### src/rtl/mm_front_end_sequencer.sv
`default_nettype none
// +----------------------------------------------------------------------------+
// | mm_front_end_sequencer: steps one shared front_end reader across N_CH      |
// | channels, generating start/zero/last and the input-memory read address.    |
// | Rev 1.0                                                                    |
// +----------------------------------------------------------------------------+
module mm_front_end_sequencer #(
  parameter  int N_CH   = 2,
  parameter  int ADDR_W = 12,
  parameter  int SIZE_W = 12,
  parameter  int CYC_W  = 32,
  localparam int CH_W   = (N_CH > 1) ? $clog2(N_CH) : 1
) (
  input  logic                     aclk,
  input  logic                     aresetn,
  input  logic                     start,
  input  logic [N_CH*ADDR_W-1:0]   base,
  input  logic [N_CH*SIZE_W-1:0]   size,
  input  logic                     fe_en,
  input  logic                     fe_done,
  output logic                     fe_start,
  output logic                     fe_zero,
  output logic                     fe_last,
  output logic [ADDR_W-1:0]        addr,
  output logic [CH_W-1:0]          ch_sel,
  output logic                     busy,
  output logic                     done,
  output logic [CYC_W-1:0]         cycles
);

  typedef enum logic [2:0] {
    S_IDLE    = 3'd0,
    S_LOAD    = 3'd1,
    S_ISSUE   = 3'd2,
    S_RUN     = 3'd3,
    S_RELEASE = 3'd4,
    S_FINISH  = 3'd5
  } state_t;

  localparam logic [CH_W-1:0]  c_last_ch = CH_W'(N_CH - 1);
  localparam logic [CYC_W-1:0] c_cyc_max = '1;

  state_t              r_state;
  state_t              w_next;
  logic [CH_W-1:0]     r_ch;
  logic [SIZE_W-1:0]   r_cnt;
  logic [CYC_W-1:0]    r_cycles;
  logic [ADDR_W-1:0]   r_base [N_CH];
  logic [SIZE_W-1:0]   r_size [N_CH];

  logic [ADDR_W-1:0]   w_base_cur;
  logic [SIZE_W-1:0]   w_size_cur;
  logic                w_at_end;
  logic                w_advance;
  logic [ADDR_W-1:0]   w_addr_sum;

  assign w_base_cur = r_base[r_ch];
  assign w_size_cur = r_size[r_ch];
  // Element counter sits on the final element; zero-length channels never get here.
  assign w_at_end   = (w_size_cur != '0) && (r_cnt == w_size_cur - SIZE_W'(1));
  assign w_advance  = fe_en && (w_size_cur != '0) && !w_at_end;
  assign w_addr_sum = w_base_cur + ADDR_W'(r_cnt);
  assign cycles     = r_cycles;

  always_ff @(posedge aclk) begin
    if (!aresetn) begin
      r_state <= S_IDLE;
    end else begin
      r_state <= w_next;
    end
  end

  always_ff @(posedge aclk) begin
    if (!aresetn) begin
      r_ch     <= '0;
      r_cnt    <= '0;
      r_cycles <= '0;
      for (int k = 0; k < N_CH; k++) begin
        r_base[k] <= '0;
        r_size[k] <= '0;
      end
    end else begin
      case (r_state)
        S_IDLE: begin
          if (start) begin
            for (int k = 0; k < N_CH; k++) begin
              r_base[k] <= base[k*ADDR_W +: ADDR_W];
              r_size[k] <= size[k*SIZE_W +: SIZE_W];
            end
            r_ch     <= '0;
            r_cnt    <= '0;
            r_cycles <= '0;
          end
        end
        S_LOAD: r_cnt <= '0;
        S_RUN: begin
          if (w_advance) r_cnt <= r_cnt + SIZE_W'(1);
        end
        S_RELEASE: begin
          if (r_ch != c_last_ch) begin
            r_ch  <= r_ch + CH_W'(1);
            r_cnt <= '0;
          end
        end
        default: ;
      endcase
      if (r_state != S_IDLE && r_cycles != c_cyc_max) r_cycles <= r_cycles + CYC_W'(1);
    end
  end

  always_comb begin
    w_next   = r_state;
    fe_start = 1'b0;
    fe_zero  = 1'b0;
    fe_last  = 1'b0;
    busy     = 1'b1;
    done     = 1'b0;
    addr     = w_addr_sum;
    ch_sel   = r_ch;
    case (r_state)
      S_IDLE: begin
        busy   = 1'b0;
        addr   = '0;
        ch_sel = '0;
        if (start) w_next = S_LOAD;
      end
      S_LOAD:  w_next = S_ISSUE;
      S_ISSUE: begin
        fe_start = 1'b1;
        fe_zero  = (w_size_cur == '0);
        w_next   = S_RUN;
      end
      S_RUN: begin
        fe_last = w_at_end;
        if (fe_done) w_next = S_RELEASE;
      end
      // Dropping last for a cycle is what lets the front_end leave DONE.
      S_RELEASE: w_next = (r_ch == c_last_ch) ? S_FINISH : S_LOAD;
      S_FINISH: begin
        done   = 1'b1;
        addr   = '0;
        w_next = S_IDLE;
      end
      default: w_next = S_IDLE;
    endcase
  end

endmodule
`default_nettype wire

### config.mk
export PLATFORM = sky130hd
export DESIGN_NAME = mm_front_end_sequencer
export DESIGN_NICKNAME = d
export VERILOG_FILES = /design/src/rtl/mm_front_end_sequencer.sv
export SDC_FILE = /design/constraint.sdc
export NUM_CORES = 1
export LEC_CHECK = 0
export ABC_AREA = 1
export BUFFER_PORTS_ARGS = -buffer_cell sky130_fd_sc_hd__buf_2
export CORE_MARGIN = 2
export CORE_UTILIZATION = 55
export DETAILED_ROUTE_END_ITERATION = 12
export GPL_ROUTABILITY_DRIVEN = 0
export GPL_TIMING_DRIVEN = 1
export PLACE_DENSITY = 0.77
export SYNTH_ARGS = -nofsm -noshare
export SYNTH_HDL_FRONTEND = slang
export SYNTH_SLANG_ARGS = --single-unit
### constraint.sdc
create_clock -name aclk -period 3.95 [get_ports aclk]
set_input_delay 0.79 -clock aclk [delete_from_list [all_inputs] [get_ports aclk]]
set_output_delay 0.79 -clock aclk [all_outputs]
set_load 0.005 [all_outputs]
==> results.sh <==
export IMPL_nFillCells=990
export IMPL_max_cap_violations=0
export IMPL_ys_ff_latch=97
export IMPL_die_w_um=109
export IMPL_async_flop_share_pct=0
export IMPL_vias_per_cell=5.22
export IMPL_cpPeakStageDelay_ns=0.36
export IMPL_min_period_over_period_pct=90.4
export IMPL_synth_warning_count=0
export IMPL_grtUsageTotal_pct=25.7
export IMPL_synthCells=887
export IMPL_n_antenna_cell=0
export IMPL_cpMaxStageDelayCell="inv_2"
export IMPL_synth_edff_count=48
export IMPL_pre_cts_ws_ns=0.795
export IMPL_grt_max_degree=33
export IMPL_worstHoldPathType="reg2reg"
export IMPL_leakagePower_nw=3.29
export IMPL_final_net_count=1048
export IMPL_yosys_top_cells_count="nand2_1, inv_1, nor2_1, a21oi_1, nand3_1"
export IMPL_syn_area_per_cell_um2=6.84
export IMPL_cts_sinks=97
export IMPL_detail_route_antenna_nets=0
export IMPL_finalWorstSetupSlack_ns=0.380
export IMPL_dieArea_um2=11900
export IMPL_numCtsBuffers=9
export IMPL_status="completed"
export IMPL_htreeDepth=3
export IMPL_drtIter0Drc=399
export IMPL_cp_buffers_inverters=2
export IMPL_clk_latency_ns=0.37
export IMPL_synth_area_leaders="edfxtp_1, dfxtp_1, nand2_1"
export IMPL_max_freq_ghz=0.280
export IMPL_clk_path_buf_depth=2
export IMPL_path_delay_family="compound AO/OA/AOI/OAI gates"
export IMPL_crit_chain="inv_2 > nand2_1 > nand2_1 > ha_1 > a21oi_1 > o21ai_0 > a21oi_1 > o21ai_0 > a21oi_1 > o21bai_1 > o21ai_0 > a21oi_1 > buf_2"
export IMPL_path_class="reg2out"
export IMPL_grt_pass1_vias=5154
export IMPL_grt_pass1_wl_um=24000
export IMPL_end_kind="output port"
export IMPL_cts_repair_resize_count=0
export IMPL_rsz0062_at_grt="false"
export IMPL_finClkSkew_ns=0.0134
export IMPL_synth_top_flop_cell="dfxtp_1"
export IMPL_start_util_pct=56.2
export IMPL_rows=38
export IMPL_antenna_found_initial=0
export IMPL_drv_slew=0
export IMPL_finalCriticalPeriod_ns=3.57
export IMPL_worstSetupStartpointType="flop"
export IMPL_critPathMostFrequentCell="a21oi_1"
export IMPL_hold_violations=0
export IMPL_clk_pin_slew_ns=0.10
export IMPL_crit_required_ns=3.16
export IMPL_synth_area_um2=6070
export IMPL_dp_hpwl_um=10900
export IMPL_core_area_um2=10800
export IMPL_yosysMostFrequentCell="nand2_1"
export IMPL_cts_tree="yes"
export IMPL_drc=0
export IMPL_synth_cell_type_count=41
export IMPL_wirelength_um=14600
export IMPL_vias=5865
export IMPL_cts_hold_buf=0
export IMPL_yosys_area_top_type="edfxtp_1"
export IMPL_drtPass1Iterations=5
export IMPL_setup_viol=0
export IMPL_io_buffers=102
export IMPL_crit_fanout=29
export IMPL_routedWlPerCell_um=13.0
export IMPL_area_growth_pct=13.7
export IMPL_fin_setup_tns_ns=0
export IMPL_synth_top_cell_area_share_pct=23.8
export IMPL_tightest_slew_ns=1.07
export IMPL_gr_total_overflow=0
export IMPL_slew_headroom_pct=28.6
export IMPL_syn_nets=956
export IMPL_crit_arrival_ns=2.78
export IMPL_ios=103
export IMPL_cts_setup_buffers=0
export IMPL_yosysSeqAreaShare_pct=39.9
export IMPL_power_density_nw_per_um2=390
export IMPL_drive_gt1_share_pct=14.6
export IMPL_ir_worst_vdd_mv=0.211
export IMPL_root_buffer="clkbuf_8"
export IMPL_die_y_um=109
==> metal layers <==
metal	track usage (%)	part of all wire (%)	vias to the layer above
met5	0	0	-
met4	10.1	2.4	0
met3	3.35	6.6	25
met2	39.9	45	215
met1	36.5	46	2596
li1	-	-	3029
==> sequential cells by signal, summed over array words and instances (netlist names), named ones only <==
| signal | count |
|---|---|
| r_size | 24 |
| r_cnt | 12 |
| r_ch | 1 |
| cycles | 32 |
| r_state | 3 |
| r_base | 24 |
==> kinds of logic after synthesis <==
group / count (synthesis) / synth area share (%)
buffers and inverters: 161 / 10.6
AOI/OAI and AO/OA: 102 / 9.28
xor gates and xnor gates: 17 / 2.68
adders and majority gates: 16 / 3.42
DFF: 97 / 39.9
and+or+nand+nor: 494 / 34.1
==> layout by cell type, fill, tap and decap left out, types with 4 or more instances in the layout <==
master	Yosys	final
nand2_1	256	255
inv_1	134	134
nor2_1	126	126
buf_2	3	102
a21oi_1	60	60
nand3_1	51	51
dfxtp_1	49	49
edfxtp_1	48	48
o21ai_0	22	22
nand4_1	18	18
nor3_1	16	16
ha_1	15	15
xor2_1	12	12
clkbuf_8	0	10
or2_2	6	6
nor2_2	6	6
nand2_2	4	5
xnor2_1	4	4
nor4_1	4	4
buf_4	1	4
==> worst min-delay path, delay by kind of cell, from the launching register on <==
family	cells	cell delay, ns
AND/OR/NAND/NOR	1	0.07
AO/OA/AOI/OAI	1	0.05
flip-flops	1	0.34
==> layout make-up <==
type                            instances  area [um^2]  area share, %
Multi-Input combinational cell        629         3010           43.6
Tap cell                              140          175           2.54
Inverter                              135          507           7.35
Clock inverter                          6         90.1           1.31
Timing Repair Buffer                  107          561           8.13
Clock buffer                           10          138           2.00
Sequential cell                        97         2420           35.1
==> through the flow <==
step / hold slack [ns] / power (mW) / utilization (%) / instance area, um^2 / cells
floorplan: 0.469 / 1.76 / - / 6070 / 887
global placement: 0.475 / 1.95 / 61.8 / 6670 / 1108
detailed placement: 0.480 / 1.97 / 61.8 / 6670 / 1108
CTS: 0.497 / 2.69 / 63.9 / 6900 / 1124
global route: 0.520 / 2.84 / 63.9 / 6900 / 1124
finish: 0.495 / 2.69 / 63.9 / 6900 / 1124
==> where the power goes <==
part / switching [mW] / internal (mW) / leakage [nW]
clock network: 0.363 / 0.376 / 0.113
logic: 0.507 / 0.236 / 2.26
registers: 0.0461 / 1.16 / 0.909
==> path summary, 6_finish.rpt <==
kind	from	endpoint	slack, ns	depth (start not counted)
worst max-delay path	flop	addr[11]	0.38	13
worst min-delay path	cycles[3]	cycles[3]	0.49	2
worst max register to register	flop	r_cnt[7]	0.91	12
worst min register to register	cycles[3]	cycles[3]	0.49	2
Power figures use the tool's default switching activity.
